$ cat src/rtl/cache_tag_ctrl.sv
// Tag/state controller for a 2-way set-associative write-back cache.
// Handles lookups, victim selection, write-back and refill sequencing toward memory.
module cache_tag_ctrl #(
  parameter int unsigned ADDR_WIDTH  = 32,
  parameter int unsigned N_WAYS      = 2,
  parameter int unsigned NUM_SETS    = 16,
  parameter int unsigned OFFSET_BITS = 7,
  parameter int unsigned INDEX_BITS  = 4,
  parameter int unsigned TAG_BITS    = 21
) (
  input  logic                  clk,
  input  logic                  rst,
  input  logic                  req_valid,
  output logic                  req_ready,
  input  logic                  req_write,
  input  logic [TAG_BITS-1:0]   req_tag,
  input  logic [INDEX_BITS-1:0] req_index,
  output logic                  resp_valid,
  input  logic                  resp_ready,
  output logic                  resp_hit,
  output logic                  resp_way,
  output logic                  mem_req_valid,
  input  logic                  mem_req_ready,
  output logic                  mem_req_we,
  output logic [ADDR_WIDTH-1:0] mem_req_addr,
  input  logic                  mem_resp_valid,
  output logic [31:0]           hit_count,
  output logic [31:0]           miss_count
);

  typedef enum logic [2:0] {
    StIdle, StLookup, StWbReq, StWbWait, StFillReq, StFillWait, StResp
  } state_e;

  state_e state_q, state_d;

  logic [NUM_SETS-1:0][N_WAYS-1:0] valid_q, dirty_q;
  logic [NUM_SETS-1:0]             lru_q;
  logic [TAG_BITS-1:0]             tags_q [NUM_SETS][N_WAYS];

  logic [TAG_BITS-1:0]   tag_q, victim_tag_q;
  logic [INDEX_BITS-1:0] index_q;
  logic                  write_q, victim_q;
  logic                  resp_hit_q, resp_way_q;
  logic [31:0]           hit_q, miss_q;

  logic [N_WAYS-1:0] set_valid, set_dirty;
  logic              hit0, hit1, hit, hit_way, victim, fill_done;

  assign set_valid = valid_q[index_q];
  assign set_dirty = dirty_q[index_q];
  assign hit0      = set_valid[0] && (tags_q[index_q][0] == tag_q);
  assign hit1      = set_valid[1] && (tags_q[index_q][1] == tag_q);
  assign hit       = hit0 | hit1;
  assign hit_way   = ~hit0;
  // Prefer an empty way; only fall back to LRU when the set is full.
  assign victim    = ~set_valid[0] ? 1'b0 : (~set_valid[1] ? 1'b1 : lru_q[index_q]);
  assign fill_done = (state_q == StFillWait) && mem_resp_valid;

  always_ff @(posedge clk or posedge rst) begin
    if (rst) begin
      state_q <= StIdle;
    end else begin
      state_q <= state_d;
    end
  end

  always_comb begin
    state_d = state_q;
    unique case (state_q)
      StIdle:     if (req_valid) state_d = StLookup;
      StLookup: begin
        if (hit) begin
          state_d = StResp;
        end else if (set_valid[victim] && set_dirty[victim]) begin
          state_d = StWbReq;
        end else begin
          state_d = StFillReq;
        end
      end
      StWbReq:    if (mem_req_ready) state_d = StWbWait;
      StWbWait:   if (mem_resp_valid) state_d = StFillReq;
      StFillReq:  if (mem_req_ready) state_d = StFillWait;
      StFillWait: if (mem_resp_valid) state_d = StResp;
      StResp:     if (resp_ready) state_d = StIdle;
      default:    state_d = StIdle;
    endcase
  end

  always_comb begin
    req_ready     = 1'b0;
    resp_valid    = 1'b0;
    mem_req_valid = 1'b0;
    mem_req_we    = 1'b0;
    mem_req_addr  = '0;
    unique case (state_q)
      StIdle:    req_ready = 1'b1;
      StResp:    resp_valid = 1'b1;
      StWbReq: begin
        mem_req_valid = 1'b1;
        mem_req_we    = 1'b1;
        mem_req_addr  = {victim_tag_q, index_q, {OFFSET_BITS{1'b0}}};
      end
      StFillReq: begin
        mem_req_valid = 1'b1;
        mem_req_addr  = {tag_q, index_q, {OFFSET_BITS{1'b0}}};
      end
      default: ;
    endcase
  end

  always_ff @(posedge clk or posedge rst) begin
    if (rst) begin
      valid_q      <= '0;
      dirty_q      <= '0;
      lru_q        <= '0;
      tag_q        <= '0;
      index_q      <= '0;
      write_q      <= 1'b0;
      victim_q     <= 1'b0;
      victim_tag_q <= '0;
      resp_hit_q   <= 1'b0;
      resp_way_q   <= 1'b0;
      hit_q        <= '0;
      miss_q       <= '0;
    end else begin
      if (state_q == StIdle && req_valid) begin
        tag_q   <= req_tag;
        index_q <= req_index;
        write_q <= req_write;
      end
      if (state_q == StLookup) begin
        if (hit) begin
          lru_q[index_q] <= ~hit_way;
          if (write_q) dirty_q[index_q][hit_way] <= 1'b1;
          resp_hit_q <= 1'b1;
          resp_way_q <= hit_way;
          if (hit_q != '1) hit_q <= hit_q + 32'd1;
        end else begin
          victim_q     <= victim;
          victim_tag_q <= tags_q[index_q][victim];
          if (miss_q != '1) miss_q <= miss_q + 32'd1;
        end
      end
      if (fill_done) begin
        valid_q[index_q][victim_q] <= 1'b1;
        dirty_q[index_q][victim_q] <= write_q;
        lru_q[index_q]             <= ~victim_q;
        resp_hit_q                 <= 1'b0;
        resp_way_q                 <= victim_q;
      end
    end
  end

  // Tag storage needs no reset: a tag is only ever observed behind its valid bit.
  always_ff @(posedge clk) begin
    if (fill_done) tags_q[index_q][victim_q] <= tag_q;
  end

  assign resp_hit   = resp_hit_q;
  assign resp_way   = resp_way_q;
  assign hit_count  = hit_q;
  assign miss_count = miss_q;

endmodule

$ cat config.mk
export PLATFORM = sky130hd
export DESIGN_NAME = cache_tag_ctrl
export DESIGN_NICKNAME = d
export VERILOG_FILES = /design/src/rtl/cache_tag_ctrl.sv
export SDC_FILE = /design/constraint.sdc
export NUM_CORES = 1
export LEC_CHECK = 0
export BUFFER_PORTS_ARGS = -buffer_cell sky130_fd_sc_hd__buf_4
export CORE_MARGIN = 4
export CORE_UTILIZATION = 50
export DETAILED_ROUTE_END_ITERATION = 6
export HOLD_SLACK_MARGIN = 0.02
export PLACE_DENSITY_LB_ADDON = 0.05
export SLEW_MARGIN = 20
export SYNTH_ARGS = -nofsm -noshare
export SYNTH_HDL_FRONTEND = slang
export SYNTH_SLANG_ARGS = --single-unit
$ cat constraint.sdc
create_clock -name clk -period 7.5 [get_ports clk]
set_clock_uncertainty 0.15 [all_clocks]
set_input_delay 0.75 -clock clk [delete_from_list [all_inputs] [get_ports clk]]
set_output_delay 0.75 -clock clk [all_outputs]
set_load 0.05 [all_outputs]
==> key figures <==
Finish
  – N_diodes: 0
  – Layout cells sized above 1: 0.2611
  – Post-route insts no fill: 3543
  – Area grow syn2layout: 13.79%
  – Final net count: 2532

Timing
  – Crit share post-route: 0.7768
  – Final hold slack: 0.1511 ns
  – Hold Violations, Final: 0
  – Fmax: 0.1716 GHz
  – Worst slew pin tran: 1.089 ns
  – Setup ws final: 1.674 ns
  – Total negative slack: 0 ns
  – Max_slew headroom: 0.2737
  – Final Max Tran Viols: 0
  – RSZ-0062 raised after global routing: no
  – Setup violations, final: 0
  – Min Tclk post-route: 5.826 ns

Place
  – Pre-CTS setup slack: 1.734 ns
  – Routability-driven placement congestion ratio: 0.9170
  – Port Buffer Count: 126
  – Placed cells: 3374
  – Post-DP HPWL: 65.93 mm

Logic synthesis
  – Number of synthesized flops with an enable pin: 672
  – Sequential cell area fraction in the yosys report: 0.6706
  – Top cells by area, synth: edfxtp_1, dfrtp_1, mux4_2
  – Share of the synthesized area in the top cell type: 0.5389
  – #FFs+latches synth: 869
  – Post-Syn Area: 0.03744 mm²
  – Ys flop type: edfxtp_1
  – Post-Syn Area per Cell: 16.02 µm²
  – Yosys warns: 0
  – Yosys cell types: 84
  – Post-synth ARST share: 0.2267
  – Yosys top cell by area: edfxtp_1
  – Synth Instances: 2337

Detailed routing
  – Via density per instance: 6.276
  – Vias post-DR: 22240
  – Router iterations before antenna repair: 5
  – Post-route antenna net violation count: 0
  – Starting DRT DRC Count: 2537
  – Routed wire length: 106.8 mm
  – Avg WL per Cell: 30.15 µm
  – Residual DRC: 0

Worst setup path
  – Req. time, crit path: 7.86 ns
  – CP Capture Type: register
  – Critical Path Source Type: register
  – Slowest CP cell: dfrtp_4
  – Kind of critical path: register to register
  – Critical Path Max Stage Delay: 0.98 ns
  – Cell mode on critical path: o2111ai_1
  – Worst Path Buf+Inv: 1
  – Peak fanout along the critical path: 47
  – WP data arrival: 6.19 ns
  – CP delay by family, top: compound AO/OA/AOI/OAI gates
  – Crit path cell chain: buf_4 -> mux4_2 -> mux2i_1 -> xor2_1 -> o2111ai_1 -> a2111oi_0 -> o2111ai_1 -> o31a_1 -> nand2b_2 -> nor2_1 -> mux2_1

Floorplan
  – Die Ht: 281.7 µm
  – Initial Utilization: 0.5038
  – Placement row count: 100
  – Die area: 0.07933 mm²
  – Core area: 0.07432 mm²
  – Die Wd: 281.7 µm
  – Boundary Pins: 134

Clock tree
  – CTS buffer count: 91
  – CTS tree: done
  – H-tree depth: 3
  – Max clock buf depth: 3
  – Post-CTS Hold Fix Bufs: 0
  – Clk_lat worst skew: 0.65 ns
  – Reg clk slew, reported paths: 0.06 ns
  – Root Buffer: clkbuf_16
  – Clock sink count: 869
  – Post-CTS setup buffers: 0
  – CTS-repair resized insts: 0

Global routing
  – Total GRT Usage: 0.2687
  – Initial antenna violation count: 1
  – Vias in the first global route: 22060
  – First-pass GRT wire length: 154.2 mm
  – Grt ovf: 0
  – Largest net degree at the start of global routing: 124

Hold path
  – Hold crit path type: input port to asynchronous set/reset pin

Pwr
  – Leakage: 15.36 nW
  – VDD IR-drop max: 266.0 µV
  – Power Density: 423.4 mW/mm²

Run
  – Max Cap Viol: 0

Run status
  – Status: complete, no violations
[flip-flops by register name (all words and copies together), names as in the netlist]
name          count
victim_tag_q     21
dirty_q          32
resp_way          1
resp_hit          1
tags_q          672
miss_count       32
hit_count        32
state_q           3
index_q           4
tag_q            21
lru_q            16
valid_q          32
write_q           1
victim_q          1
[layer usage]
| layer | vias up | global-route usage | part of all wire |
|---|---|---|---|
| met1 | 11640 | 0.3857 | 0.43 |
| li1 | 9409 | - | - |
| met5 | - | 0 | 0 |
| met4 | 0 | 0.07809 | 0.028 |
| met3 | 171 | 0.04405 | 0.073 |
| met2 | 1015 | 0.4309 | 0.47 |
[worst paths after layout]
path                                         from                          to  slack (ns)  cells past startpoint
hold / removal                                rst   hit_count[18]$_DFFE_PP0P_        0.15                      2
min in group clk                       req_tag[5]        tag_q[5]$_DFFE_PP0P_        0.17                      3
setup / recovery           index_q[1]$_DFFE_PP0P_  miss_count[22]$_DFFE_PP0P_        1.67                     11
setup reg to reg           index_q[1]$_DFFE_PP0P_  miss_count[22]$_DFFE_PP0P_        1.67                     11
hold reg to reg            valid_q[6]$_DFFE_PP0P_      valid_q[6]$_DFFE_PP0P_        0.31                      1
max in group asynchronous                     rst      index_q[2]$_DFFE_PP0P_        5.39                      3
[cells by family after synthesis]
kind of cell,Yosys count,synth area share
compound gates,322,0.05724
other cells,1,0.0001002
buf+inv,176,0.02667
flops,869,0.6706
mux,384,0.1579
fa+ha+maj,2,0.0006682
xor+xnor,93,0.02175
simple gates,490,0.06506
[cell usage after synthesis, types with 32 or more instances]
library cell  number
edfxtp_1         672
dfrtp_1          197
mux2i_1          152
mux4_2           152
nand2_1          130
o21ai_0          118
nor2_1           108
mux2_2            73
xnor2_1           51
clkbuf_1          49
nor3_1            46
xor2_1            42
nand3_1           40
or2_2             40
a22oi_1           39
buf_2             38
a22o_1            32
[where the power goes]
group	switching [mW]	internal, mW
combinational	4.24	2.49
sequential	0.548	6.12
clock	1.85	2.80
[layout by cell type (no fill, tap or decap), types with 21 or more instances in the layout]
master / instances
buf_4: 209
nand2_1: 130
xnor2_1: 51
a22oi_1: 38
a22o_1: 32
mux2_2: 73
xor2_1: 42
nand3_1: 40
nor2_1: 75
clkbuf_1: 22
mux2i_1: 152
o22ai_1: 21
inv_1: 24
a21oi_1: 24
mux4_2: 152
or2_2: 40
nor2_2: 33
edfxtp_1: 672
dfrtp_1: 192
o21ai_0: 118
clkbuf_16: 95
nor3_1: 46
[per-stage QoR]
step / util / total power, mW / instance area [µm²]
final: 0.5732 / 18.04 / 42600
after global routing: 0.5732 / 18.72 / 42600
after CTS: 0.5732 / 18.06 / 42600
after detailed placement: 0.5317 / 13.42 / 39520
after global placement: 0.5317 / 13.34 / 39520
after floorplan: - / 11.13 / 37460
[worst register-to-register path: stages, from the launching register on]
cell,delay (ns)
dfrtp_4,0.98
buf_4,0.67
mux4_2,0.61
mux2i_1,0.43
xor2_1,0.21
o2111ai_1,0.19
a2111oi_0,0.55
o2111ai_1,0.34
o31a_1,0.30
nand2b_2,0.76
nor2_1,0.15
mux2_1,0.35
[layout make-up]
| cell class | instances | area (µm²) |
|---|---|---|
| Clock buffer | 124 | 2556 |
| Fill cell | 5778 | 31720 |
| Clock inverter | 45 | 528.0 |
| Tap cell | 969 | 1212 |
| Timing Repair Buffer | 211 | 1609 |
| Multi-Input combinational cell | 1298 | 11460 |
| Inverter | 27 | 110.1 |
| Sequential cell | 869 | 25130 |
Note: power is estimated with default switching activity, not from simulation.
